**src/rtl/midi_pkg.sv**
```systemverilog
// Shared definitions for the polyphonic MIDI player.
//   parse_state_e : byte parser states
//   ev_type_e     : decoded event kinds handed from parser to allocator
//   MIDI_* / CC_SUSTAIN / MIDI_OMNI : message nibbles and channel-filter value
//   sat_signed()  : clamp a signed value to a signed range of 'bits' width
package midi_pkg;

  typedef enum logic [1:0] {NO_STATUS, WAIT_D1, WAIT_D2, SKIP} parse_state_e;
  typedef enum logic [1:0] {EV_NOTE_ON, EV_NOTE_OFF, EV_CC} ev_type_e;

  localparam logic [3:0] MIDI_NOTE_OFF = 4'h8;
  localparam logic [3:0] MIDI_NOTE_ON  = 4'h9;
  localparam logic [3:0] MIDI_CC       = 4'hB;
  localparam logic [6:0] CC_SUSTAIN    = 7'd64;
  localparam int         MIDI_OMNI     = 16;

  // Valid for bits in 2..31; callers keep the low 'bits' bits of the result.
  function automatic logic signed [31:0] sat_signed(input logic signed [31:0] v,
                                                    input int bits);
    logic signed [31:0] hi, lo;
    hi = (32'sd1 <<< (bits - 1)) - 32'sd1;
    lo = -(32'sd1 <<< (bits - 1));
    if (v > hi)      return hi;
    else if (v < lo) return lo;
    else             return v;
  endfunction

endpackage

```
**src/rtl/midi_byte_parser.sv**
```systemverilog
// MIDI byte-stream parser with channel filter and running status.
//   clk, rst_n            : clock, async active-low reset
//   midi_data, midi_valid : incoming byte and strobe (one byte per cycle max)
//   ev_valid              : combinational strobe on the cycle the completing
//                           data byte arrives
//   ev_type, ev_note, ev_val : event kind, first data byte, second data byte
// Macro MIDI_SUSTAIN_EN: also accept Control Change (0xBn) messages.
module midi_byte_parser
  import midi_pkg::*;
#(
  parameter int MIDI_CHANNEL = 0
) (
  input  logic       clk,
  input  logic       rst_n,
  input  logic [7:0] midi_data,
  input  logic       midi_valid,
  output logic       ev_valid,
  output ev_type_e   ev_type,
  output logic [6:0] ev_note,
  output logic [6:0] ev_val
);

  localparam bit OMNI = (MIDI_CHANNEL == MIDI_OMNI);

  parse_state_e state_q, state_d;
  logic [3:0]   msg_q, msg_d;
  logic [6:0]   d1_q, d1_d;

  logic       is_rt, ch_match, supported;
  logic [3:0] hi;

  assign hi       = midi_data[7:4];
  assign is_rt    = (midi_data >= 8'hF8);
  assign ch_match = OMNI || (midi_data[3:0] == 4'(MIDI_CHANNEL));

  always_comb begin
    supported = (hi == MIDI_NOTE_OFF) || (hi == MIDI_NOTE_ON);
`ifdef MIDI_SUSTAIN_EN
    supported = supported || (hi == MIDI_CC);
`endif
  end

  always_ff @(posedge clk or negedge rst_n) begin
    if (!rst_n) begin
      state_q <= NO_STATUS;
      msg_q   <= '0;
      d1_q    <= '0;
    end else begin
      state_q <= state_d;
      msg_q   <= msg_d;
      d1_q    <= d1_d;
    end
  end

  always_comb begin
    state_d  = state_q;
    msg_d    = msg_q;
    d1_d     = d1_q;
    ev_valid = 1'b0;
    ev_type  = EV_NOTE_OFF;
    ev_note  = d1_q;
    ev_val   = midi_data[6:0];
    // Real-time bytes may interleave anywhere and must not disturb parsing.
    if (midi_valid && !is_rt) begin
      if (midi_data[7]) begin
        if (ch_match && supported) begin
          state_d = WAIT_D1;
          msg_d   = hi;
        end else begin
          state_d = SKIP;
        end
      end else begin
        unique case (state_q)
          WAIT_D1: begin
            d1_d    = midi_data[6:0];
            state_d = WAIT_D2;
          end
          WAIT_D2: begin
            ev_valid = 1'b1;
            state_d  = WAIT_D1;
            if (msg_q == MIDI_CC)
              ev_type = EV_CC;
            else if (msg_q == MIDI_NOTE_ON && midi_data[6:0] != 7'd0)
              ev_type = EV_NOTE_ON;
            else
              ev_type = EV_NOTE_OFF;
          end
          default: ;
        endcase
      end
    end
  end

endmodule

```
**src/rtl/midi_poly_player.sv**
```systemverilog
// Polyphonic MIDI player: parses MIDI, allocates notes over NUM_VOICES
// external voices (age-ranked stealing) and mixes their samples.
//   clk, rst_n            : clock, async active-low reset
//   midi_data/midi_valid  : raw MIDI byte stream
//   voice_gate/trig       : per-voice gate and one-cycle note-start pulse
//   voice_note/vel        : per-voice 7-bit fields, voice i at [7i+6:7i]
//   voice_sample(_valid)  : flattened signed samples from the voices
//   sound_data/valid      : saturated mix, 1 cycle after voice_sample_valid
//   active_count          : number of gated voices
// Macro MIDI_SUSTAIN_EN: sustain pedal (CC 64) support.
module midi_poly_player
  import midi_pkg::*;
#(
  parameter int NUM_VOICES   = 4,
  parameter int OUTPUT_BITS  = 16,
  parameter int MIDI_CHANNEL = 0,
  parameter int MIX_SHIFT    = 2
) (
  input  logic                              clk,
  input  logic                              rst_n,
  input  logic [7:0]                        midi_data,
  input  logic                              midi_valid,
  output logic [NUM_VOICES-1:0]             voice_gate,
  output logic [NUM_VOICES-1:0]             voice_trig,
  output logic [7*NUM_VOICES-1:0]           voice_note,
  output logic [7*NUM_VOICES-1:0]           voice_vel,
  input  logic [OUTPUT_BITS*NUM_VOICES-1:0] voice_sample,
  input  logic                              voice_sample_valid,
  output logic [OUTPUT_BITS-1:0]            sound_data,
  output logic                              sound_valid,
  output logic [3:0]                        active_count
);

  localparam int NV = NUM_VOICES;
  localparam int RW = (NV > 1) ? $clog2(NV) : 1;
  localparam int SW = OUTPUT_BITS + $clog2(NV) + 1;

  logic       ev_valid;
  ev_type_e   ev_type;
  logic [6:0] ev_note, ev_val;

  midi_byte_parser #(.MIDI_CHANNEL(MIDI_CHANNEL)) u_parser (
    .clk       (clk),
    .rst_n     (rst_n),
    .midi_data (midi_data),
    .midi_valid(midi_valid),
    .ev_valid  (ev_valid),
    .ev_type   (ev_type),
    .ev_note   (ev_note),
    .ev_val    (ev_val)
  );

  // ---------------- voice allocation ----------------
  logic [NV-1:0]         gate_q, gate_d, trig_q, trig_d;
  logic [NV-1:0][6:0]    note_q, note_d, vel_q, vel_d;
  logic [NV-1:0][RW-1:0] rank_q, rank_d;   // 0 = most recent, NV-1 = oldest
  logic [3:0]            cnt_q, cnt_d;
`ifdef MIDI_SUSTAIN_EN
  logic [NV-1:0]         sus_q, sus_d;
  logic                  pedal_q, pedal_d;
`endif

  int  hit_idx, free_idx, old_idx, ch;
  logic hit_found, free_found;

  always_comb begin
    hit_found  = 1'b0;
    free_found = 1'b0;
    hit_idx    = 0;
    free_idx   = 0;
    old_idx    = 0;
    for (int i = 0; i < NV; i++) begin
      if (!hit_found && gate_q[i] && note_q[i] == ev_note) begin
        hit_found = 1'b1;
        hit_idx   = i;
      end
      if (!free_found && !gate_q[i]) begin
        free_found = 1'b1;
        free_idx   = i;
      end
      if (rank_q[i] == RW'(NV - 1)) old_idx = i;
    end
    ch = hit_found ? hit_idx : (free_found ? free_idx : old_idx);
  end

  always_comb begin
    gate_d = gate_q;
    trig_d = '0;
    note_d = note_q;
    vel_d  = vel_q;
    rank_d = rank_q;
`ifdef MIDI_SUSTAIN_EN
    sus_d   = sus_q;
    pedal_d = pedal_q;
`endif
    if (ev_valid) begin
      unique case (ev_type)
        EV_NOTE_ON: begin
          gate_d[ch] = 1'b1;
          trig_d[ch] = 1'b1;
          note_d[ch] = ev_note;
          vel_d[ch]  = ev_val;
`ifdef MIDI_SUSTAIN_EN
          sus_d[ch]  = 1'b0;
`endif
          // Move chosen voice to the front; everything younger ages by one.
          for (int j = 0; j < NV; j++) begin
            if (j == ch)                     rank_d[j] = '0;
            else if (rank_q[j] < rank_q[ch]) rank_d[j] = rank_q[j] + RW'(1);
          end
        end
        EV_NOTE_OFF: begin
          for (int j = 0; j < NV; j++) begin
            if (gate_q[j] && note_q[j] == ev_note) begin
`ifdef MIDI_SUSTAIN_EN
              if (pedal_q) sus_d[j]  = 1'b1;
              else         gate_d[j] = 1'b0;
`else
              gate_d[j] = 1'b0;
`endif
            end
          end
        end
`ifdef MIDI_SUSTAIN_EN
        EV_CC: begin
          if (ev_note == CC_SUSTAIN) begin
            pedal_d = ev_val[6];           // value >= 64 means pedal down
            if (!ev_val[6]) begin
              gate_d = gate_q & ~sus_q;
              sus_d  = '0;
            end
          end
        end
`endif
        default: ;
      endcase
    end
    cnt_d = '0;
    for (int i = 0; i < NV; i++) cnt_d = cnt_d + 4'(gate_d[i]);
  end

  always_ff @(posedge clk or negedge rst_n) begin
    if (!rst_n) begin
      gate_q <= '0;
      trig_q <= '0;
      note_q <= '0;
      vel_q  <= '0;
      cnt_q  <= '0;
      for (int i = 0; i < NV; i++) rank_q[i] <= RW'(i);
    end else begin
      gate_q <= gate_d;
      trig_q <= trig_d;
      note_q <= note_d;
      vel_q  <= vel_d;
      cnt_q  <= cnt_d;
      rank_q <= rank_d;
    end
  end

`ifdef MIDI_SUSTAIN_EN
  always_ff @(posedge clk or negedge rst_n) begin
    if (!rst_n) begin
      sus_q   <= '0;
      pedal_q <= 1'b0;
    end else begin
      sus_q   <= sus_d;
      pedal_q <= pedal_d;
    end
  end
`endif

  assign voice_gate   = gate_q;
  assign voice_trig   = trig_q;
  assign voice_note   = note_q;
  assign voice_vel    = vel_q;
  assign active_count = cnt_q;

  // ---------------- mixer ----------------
  logic signed [SW-1:0] sum, sum_sh;
  logic signed [31:0]   sat_v;
  logic                 unused_sat_hi;

  always_comb begin
    sum = '0;
    for (int i = 0; i < NV; i++)
      sum = sum + SW'($signed(voice_sample[i*OUTPUT_BITS +: OUTPUT_BITS]));
    sum_sh = sum >>> MIX_SHIFT;
    sat_v  = sat_signed(32'(sum_sh), OUTPUT_BITS);
  end

  assign unused_sat_hi = ^sat_v[31:OUTPUT_BITS];

  always_ff @(posedge clk or negedge rst_n) begin
    if (!rst_n) begin
      sound_data  <= '0;
      sound_valid <= 1'b0;
    end else begin
      sound_valid <= voice_sample_valid;
      if (voice_sample_valid) sound_data <= sat_v[OUTPUT_BITS-1:0];
    end
  end

endmodule

```
**config.mk**
```make
export PLATFORM = sky130hd
export DESIGN_NAME = midi_poly_player
export DESIGN_NICKNAME = d
export VERILOG_FILES = /design/src/rtl/midi_pkg.sv /design/src/rtl/midi_byte_parser.sv /design/src/rtl/midi_poly_player.sv
export SDC_FILE = /design/constraint.sdc
export NUM_CORES = 1
export LEC_CHECK = 0
export CAP_MARGIN = 20
export CORE_ASPECT_RATIO = 0.8
export CORE_MARGIN = 2
export CORE_UTILIZATION = 40
export CTS_BUF_LIST = sky130_fd_sc_hd__clkbuf_4 sky130_fd_sc_hd__clkbuf_8
export CTS_CLUSTER_SIZE = 16
export DETAILED_ROUTE_END_ITERATION = 8
export PLACE_DENSITY = 0.68
export SLEW_MARGIN = 20
export SYNTH_ARGS = -nofsm -noshare
export SYNTH_HDL_FRONTEND = slang
export SYNTH_HIERARCHICAL = 1
export SYNTH_SLANG_ARGS = --single-unit
```
**constraint.sdc**
```tcl
create_clock -name clk -period 3.75 [get_ports clk]
set_input_delay 0.5625 -clock clk [delete_from_list [all_inputs] [get_ports clk]]
set_output_delay 0.5625 -clock clk [all_outputs]
set_load 0.005 [all_outputs]
```
* After elaboration in Yosys (flattened, before gate mapping) *
Index checks and enable logic that the tools add are counted.

operators by class
  $add $sub $neg = 10
  order comparisons = 9
  mux-type cells = 57
  reductions and logical operators = 44
  equal/unequal tests = 17
  bitwise gates (word level) = 2

operators by type and width
  kind                  count
  $mux 32               5
  $eq 3x32->1 const A   2
  $bwmux 28             2
  $mux 2                19
  $eq 2x32->1 const A   1
  $ge 32x1->1 const B   1
  $logic_not 32->1      1
  $lt 32x4->1 const B   1
  $mux 16               2
  $eq 7x7->1            4
  $mux 1                20
  $add 18x16->19        1
  $add 17x16->18        1
  $reduce_and 3->1      6
  $add 16x16->17        1
  $gt 17x16->1 const B  1
  $logic_and 1x1->1     17
  $lt 17x16->1 const B  1
  $eq 4x4->1 const B    4
  $demux 7 s2           1
  $mux 4                3
  $logic_not 1->1       9
  $add 2x1->2 const B   4
  $eq 2x2->1 const B    4
  other kinds (20)      28

word-level totals
  output and inout port bits = 85
  logic and storage cells = 159
  input port bits = 76
  register bits after elaboration = 106

* Logic depth before layout (Yosys ltp) *
  word-level depth = 26
  depth in mapped cells = 15
  depth with buffers taken out = 14

* Cells and area by module *
The synthesis kept the hierarchy.

by module, submodules not included
  module            cells an instance  instances  area each (um^2)
  midi_poly_player  592                1          6358.6
  midi_byte_parser  51                 1          668.1

* Worst setup path after synthesis *
No wires, ideal clock.

  path kind = input-to-reg
  start point = in voice_sample[2]
  end point = reg sound_data[12]
  arrival = 3.731 ns
  stages = 15
  library setup time = 0.126 ns
  path slack = -0.107 ns
  cells stage by stage = inv_1 > fa_1 > inv_1 > fa_1 > inv_1 > fa_1 > nor2b_1 > o21ai_1 > a21oi_1 > o311ai_1 > o211ai_1 > mux2i_1 > nor3_2 > buf_2 > a221o_1

on the way
  cells in the longest elaborated chain, start to end = 6
  elaborated cells between the ends (all ways) = 7

RTL lines
  element                 RTL line                 text
  start: declaration      midi_poly_player.sv:27   input logic [OUTPUT_BITS*NUM_VOICES-1:0] voice_sample,
  $add 16x16->17 *        midi_poly_player.sv:186  sum = sum + SW'($signed(voice_sample[i*OUTPUT_BITS +: OUTPUT_BITS]));
  $add 17x16->18 *        midi_poly_player.sv:186
  $add 18x16->19 *        midi_poly_player.sv:186
  $lt 17x16->1            midi_pkg.sv:24           else if (v < lo) return lo;
  $mux 16                 midi_pkg.sv:24
  $mux 16 *               midi_pkg.sv:23           if (v > hi) return hi;
  end signal: assignment  midi_poly_player.sv:199  if (voice_sample_valid) sound_data <= sat_v[OUTPUT_BITS-1:0];
  end: declaration        midi_poly_player.sv:29   output logic [OUTPUT_BITS-1:0] sound_data,

Every way passes the cells marked *; elsewhere a longest branch is shown, timed or not.
A chain may end at the register's enable or synchronous reset.

* Worst setup path in the final report *
  start point = in voice_sample[39]
  end point = reg sound_data[14]

on the way
  cells in the longest elaborated chain, start to end = 5
  elaborated cells between the ends (all ways) = 6

RTL lines
  element           RTL line
  $add 17x16->18 *  midi_poly_player.sv:186
  $add 18x16->19 *  midi_poly_player.sv:186
  $lt 17x16->1      midi_pkg.sv:24
  $mux 16           midi_pkg.sv:24
  $mux 16 *         midi_pkg.sv:23

Marks and branches as above.

==> metrics.yaml <==
status:
  status: "finished, violations left"
  violations: "negative setup slack"
critical_path:
  cp.depth: 15
  cp.required_ns: 4.02
  cp_cell_sequence: "clkdlybuf4s50_1, inv_1, fa_1, fa_1, inv_1, ha_4, a21o_4, buf_6, a41oi_4, o21ai_4, buf_6, a31oi_4, nand2_2, o311a_4, a221o_1"
  worstRegToRegCells: 12
  critical_path_buf_inv_count: 5
  cp.arrival_ns: 4.02
  critical-path-slowest-cell: "fa_1"
  startpoint_type: "input port"
  cpPeakStageDelay_ns: 0.49
  end_kind: "register"
  crit_family: "compound AO/OA/AOI/OAI gates"
  path_class: "input port to register"
  crit_path_max_fanout: 7
power_and_ir_drop:
  leakagePower_nw: 4.778
  p_per_area_mw_per_mm2: 424.8
  irDropWorstVdd_v: 0.0001731
floorplanning:
  core_area_mm2: 0.01727
  die_area_mm2: 0.01865
  initial_core_util_pct: 40.69
  die_w_um: 152.2
  ios: 161
  die_h_um: 122.5
  rows: 43
timing:
  grt_setup_unrepaired: "yes"
  fin_skew_ns: 0.008927
  period_needed_ns: 3.752
  clock.fmax_ghz: 0.2665
  report.final.setup_viol: 2
  fin_crit_sh_pct: 100.1
  drv_slew: 0
  hold_violations: 0
  worst_pin_slew_ns: 0.8443
  holdWs_ns: 0.2905
  max_slew_margin_pct: 43.71
  setup_slack_ns: -0.002144
final_layout:
  fin_area_mm2: 0.009781
  syn2layout_area_growth_pct: 39.19
  finalNetCount: 986
  drive_gt1_share_pct: 27.80
  utilization_pct: 56.63
  fillers: 1490
  diodes: 0
routing:
  wirelength_mm: 16.50
  drt.antenna.violating_nets: 0
  num_vias: 5245
  vias_per_cell: 4.852
  post_drt_wl_per_cell_um: 15.26
  drt_iter0_markers: 250
  dr.pass1.iters: 4
  drcViolationCount: 0
clocking:
  hold_buffers: 0
  cts_root_buf: "clkbuf_8"
  clkTransAtPathRegs_ns: 0.10
  cts_tree: "yes"
  cts_num_sinks: 105
  cts.htree.levels: 3
  max-clock-path-buffers: 2
  cts_inserted_buffers: 9
  clkLatencyLatePin_ns: 0.38
synthesis:
  ys_top_cells_by_count: "inv_1 (118), dfrtp_1 (101), mux2_2 (42)"
  yosysSeqAreaShare_pct: 37.46
  async_flop_share_pct: 100.0
  synth.distinct_cells: 76
  synth_area_leaders: "dfrtp_1 (36%), fa_1 (9.7%), mux2_2 (6.7%)"
  synth_seq_cells: 105
  synth.most_common_cell: "inv_1"
  postSynthNetCount: 778
  ys.flop_type: "dfrtp_1"
  synth_edf_count: 0
  yosysTopAreaCell: "dfrtp_1"
  yosysTopAreaCellShare_pct: 35.97
  synth.avg_cell_area_um2: 10.93
  ys_warn_count: 6
  synth.cell_area_mm2: 0.007027
  post_synth_inst_count: 643
placement:
  io_buffers: 159
  gp_congestion: 0.8441
  place_area_mm2: 0.009143
  hpwlAfterDp_mm: 12.63
worst_hold_path:
  min_path_type: "input port to async pin"
global_route:
  track_usage_pct: 17.95
  antenna_found_initial: 0
  grt_pass1_wl_mm: 26.59
  globalRouteOverflowTotal: 0
  grt_pass1_vias: 5162
  grt_max_degree: 68
run:
  max_cap_violations: 0
through the flow:
stage	setup WS, ns	power [W]	std cells	TNS, ns
after floorplan	-0.04419	0.002263	643	-0.4417
after CTS	0.001604	0.004084	1076	0
final	-0.002144	0.004154	1081	-0.002477
after global routing	-0.1466	0.004409	1081	-1.691
after global placement	-0.8950	0.002974	1056	-13.29
after detailed placement	-0.9882	0.002991	1056	-14.64
final timing paths:
kind / start / slack [ns] / to
min in group clk: u_parser/msg_q[3]$_DFFE_PN0P_ / 0.48 / u_parser/msg_q[3]$_DFFE_PN0P_
min reg2reg: u_parser/msg_q[3]$_DFFE_PN0P_ / 0.48 / u_parser/msg_q[3]$_DFFE_PN0P_
min: rst_n / 0.29 / voice_note[7]$_DFFE_PN0P_
max reg2reg: u_parser/ev_note[3]$_DFFE_PN0P_ / 0.25 / rank_q[3]$_DFFE_PN0P_
max in group asynchronous: rst_n / 2.59 / rank_q[5]$_DFFE_PN1P_
max: voice_sample[39] / -0.002 / sound_data[14]$_DFFE_PN0P_
cell type report:
cell class	instances	area [um2]	share of cell area, %
repair buffers	225	2125	21.72
clock inverters	5	127.6	1.305
clock buffers	11	138.9	1.420
inverters	118	452.9	4.631
multi-input cells	392	4023	41.13
flip-flops and latches	105	2633	26.92
well taps	225	281.5	2.878
cell usage in the layout (no fill, tap or decap), drive strengths merged, types with 3 or more instances in the layout:
cell type / count
nand2: 17
bufinv: 4
and4: 3
xor2: 27
nor3: 9
nand2b: 5
a21oi: 22
buf: 70
a31oi: 7
nand3b: 3
o21a: 4
a221o: 15
o41ai: 3
clkdlybuf4s50: 134
dfstp: 4
dlymetal6s2s: 13
fa: 34
mux2i: 3
mux2: 65
xnor2: 15
nand3: 10
clkbuf: 12
a21o: 6
nor4b: 4
dlygate4sd2: 7
dfrtp: 101
and2: 6
nor3b: 3
or2: 3
nor2: 31
nand4: 5
a211oi: 4
inv: 118
o21ai: 18
o211ai: 5
nor4: 4
nor2b: 5
ha: 25
state kept, by name, summed over array words and instances (netlist names), 2 cells and up:
| name | count |
|---|---|
| active_count | 3 |
| rank_q | 8 |
| sound_data | 16 |
| u_parser/ev_note | 7 |
| u_parser/msg_q | 4 |
| u_parser/state_q | 2 |
| voice_gate | 4 |
| voice_note | 28 |
| voice_trig | 4 |
| voice_vel | 28 |
kinds of logic after synthesis:
group,synth area share (%)
buffers and inverters,9.295
xor gates and xnor gates,5.662
other,0.05337
AOI/OAI and AO/OA,10.97
DFF,37.46
and+or+nand+nor,10.61
adders and majority gates,14.14
muxes,11.81
per-layer routing:
layer	vias up	GRT usage [%]	wire length (um)
li1	2564	-	-
met1	2557	25.61	7982
met2	112	28.91	7599
met3	12	3.708	752
met4	0	3.037	166
met5	-	0	0
timing repair:
action                                  4_1_cts  5_1_grt
buffers inserted                              4        5
gates resized for setup                      52       52
gates cloned                                  1        0
endpoints found under the setup margin       15       15
pin swaps                                    37       47
power breakdown:
part           switching [W]  internal, W  total (W)
clock network       0.000384     0.000526   0.000910
registers           0.000132      0.00124    0.00137
logic               0.000828      0.00104    0.00187
total                0.00134      0.00281    0.00415
worst register-to-register path: cells and delay by family (launching register included):
kind | cells | cell delay, ns
simple gates | 6 | 1.31
compound gates | 3 | 0.82
flops | 1 | 0.68
fa+ha+maj | 1 | 0.31
xor+xnor | 1 | 0.17
mux | 1 | 0.10
Power figures use the tool's default switching activity.
==> variant (same settings) <==
Register the output `voice_vel` once more, cleared by the reset; this adds one clock of latency there. The other outputs are not delayed to match.
--- a/src/rtl/midi_poly_player.sv
+++ b/src/rtl/midi_poly_player.sv
@@ -172,7 +172,13 @@
   assign voice_gate   = gate_q;
   assign voice_trig   = trig_q;
   assign voice_note   = note_q;
-  assign voice_vel    = vel_q;
+  always_ff @(posedge clk or negedge rst_n) begin
+    if (!rst_n) begin
+      voice_vel <= '0;
+    end else begin
+      voice_vel <= vel_q;
+    end
+  end
   assign active_count = cnt_q;
 
   // ---------------- mixer ----------------
Behaviour: not the same (a bounded check fails within 4 cycles, from zero or initial values and one cycle with rst_n low).
==> variant against the unedited design <==
  * Total power increased by 17%
  * Wire length increased by 8.5%
  * Synthesized area rose by 9.6%
  * Utilization shrank 0.16 points
  * Largest cell class unchanged
  * Worst setup slack improved by 65 ps
  * Non-clock buffer count decreased by 6
  * Sequential cell count grew 28
  * Synthesized cell count increased by 11%
  * Cell count is 11% higher
  * Cell area increased by 9.2%
  * Critical endpoint is now sound_data[10]$_DFFE_PN0P_
==> variant: results (changes against the unedited design) <==
Outcome
The flow ran to the end, and the final reports show no timing, DRC or antenna violations.

Global routing
The met1 track demand over resource is 25.7% (+0.095 points). The first-pass GRT wire length was 29600 um (+11%). The maximum number of pins on one net before global-route repair is 95 (+40%). The met2 demand-to-capacity share in global routing is 28.0% (-0.88 points). The fraction of met3 tracks used by global routing came to 3.79% (+0.078 points).

Place
The post-place instance area is 0.00989 mm2 (+8.2%). The final HPWL from detailed placement is 13400 um (+6.4%). The pre-CTS setup slack was -698 ps (+290 ps). The post-placement cell count came to 1162 (+10%). The routability-driven placement congestion ratio came to 0.872 (+3.3%).

Layout
The fraction of final layout cells with drive strength greater than 1 is 24.8% (-3.0 points). The final layout net count was 1061 (+7.6%). The count of filler cells inserted in the layout is 1666 (+12%). The design area was 0.0107 mm2 (+9.2%).

Setup path
The critical path endpoint is sound_data[10]$_DFFE_PN0P_. The arrival time of data at the critical path endpoint is 4010 ps (about the same). The critical path starts at voice_sample[44]. The capture point of the worst reg-to-reg path is active_count[1]$_DFF_PN0_. The startpoint identified for the worst register-to-register timing path is rank_q[6]$_DFFE_PN1P_.

Pwr
The share of total power in the clock network is 26.1% (+4.2 points). The net switching power of the design was 1580 uW (+18%). The maximum vdd drop is 0.222 mV (+28%). The static leakage power is 0.00520 uW (+8.8%).

Synthesis
The xor and xnor fraction of the mapped netlist area is 4.55% (-1.1 points). The post-synthesis sequential area ratio came to 43.3% (+5.8 points). The warning count from the yosys run is 6 (unchanged). The synthesized-area fraction occupied by adder cells came to 12.9% (-1.2 points). The fraction of the mapped netlist area in compound gates is 10.9% (-0.080 points). The commonest cells after synthesis are sky130_fd_sc_hd__dfrtp_1, sky130_fd_sc_hd__inv_1, sky130_fd_sc_hd__nand2_1, sky130_fd_sc_hd__mux2_2, sky130_fd_sc_hd__nor2_1. The share of cell area taken by muxes after synthesis came to 8.48% (-3.3 points). The post-synthesis average cell area is 10.8 um2 (-1.5%). The net count after synthesis is 850 (+9.3%). The number of distinct library cells after synthesis is 72 (-5.3%). Sorting the synthesized cells by area gives the leading types as sky130_fd_sc_hd__dfrtp_1, sky130_fd_sc_hd__fa_1, sky130_fd_sc_hd__mux2_2, sky130_fd_sc_hd__inv_1, sky130_fd_sc_hd__ha_1.

Detailed routing
The number of DRC markers after the initial detailed-route iteration is 249 (-0.40%). The per-cell via count in the routed design was 4.89 (+0.76%). The first-pass detailed-route iteration total is 5 (+1). The average detailed-routed wire length per instance is 15.0 um (-2.0%). The total met2 wirelength after detailed routing is 8040 um (+5.8%). The met1 routed wirelength after detailed routing is 8670 um (+8.7%).

The detailed-routed wire length on met3 came to 937 um (+25%). The detailed-route via count came to 5852 (+12%).

Clock tree
The clock transition at the registers of the reported paths came to 70 ps (-30 ps). The number of clock buffers inserted by TritonCTS is 17 (+8). The worst-skew pair later-pin latency is 440 ps (+60 ps).

The H-tree depth came to 4 (+1).

STA
The final critical-path share of the clock period is 98.3% (-1.7 points). The clock skew was 11.0 ps (+2.09 ps). The headroom to the max-slew limit is 45.0% (+1.3 points).
variant: cell types whose count changed after synthesis, moves of 10 or more:
| cell | delta |
|---|---|
| sky130_fd_sc_hd__a221o_1 | -13 |
| sky130_fd_sc_hd__mux2_2 | +11 |
| sky130_fd_sc_hd__a31oi_1 | +13 |
| sky130_fd_sc_hd__nand2_1 | +38 |
| sky130_fd_sc_hd__mux2_4 | -18 |
| sky130_fd_sc_hd__dfrtp_1 | +28 |
| sky130_fd_sc_hd__nor2_1 | +10 |
variant: layout make-up:
cell class,instances,share of cell area [%]
Timing Repair Buffer,219,19.5
Inverter,113,3.97
Tap cell,258,3.02
Clock buffer,21,2.59
Multi-Input combinational cell,442,38.3
Sequential cell,133,31.2
Clock inverter,11,1.41
variant: timing repair:
action                     in CTS  in global routing
setup endpoints to repair      14                 16
pin swaps                      15                 46
gates cloned                    0                  1
hold endpoints to repair        0                  0
buffers inserted                0                  2
gates resized for setup        21                 67
variant: worst min-delay path by stage:
stage	slack, ps	to	from	cells after the start
finish	200	voice_trig[2]$_DFF_PN0_	rst_n	1
global route	260	voice_note[8]$_DFFE_PN0P_	rst_n	1
CTS	230	voice_trig[2]$_DFF_PN0_	rst_n	1
detailed placement	360	voice_vel[22]$_DFF_PN0_	vel_q[22]$_DFFE_PN0P_	0
global placement	350	voice_vel[18]$_DFF_PN0_	vel_q[18]$_DFFE_PN0P_	0
floorplan	270	active_count[0]$_DFF_PN0_	rst_n	0
variant: power by group through the flow:
stage	combinational (uW)	sequential, uW	clock [uW]
4_1_cts	1700	1640	1290
3_5_place_dp	1630	1670	0
3_3_place_gp	1610	1670	0
2_1_floorplan	953	1620	0
6_report	1930	1640	1270
5_1_grt	2130	1660	1360
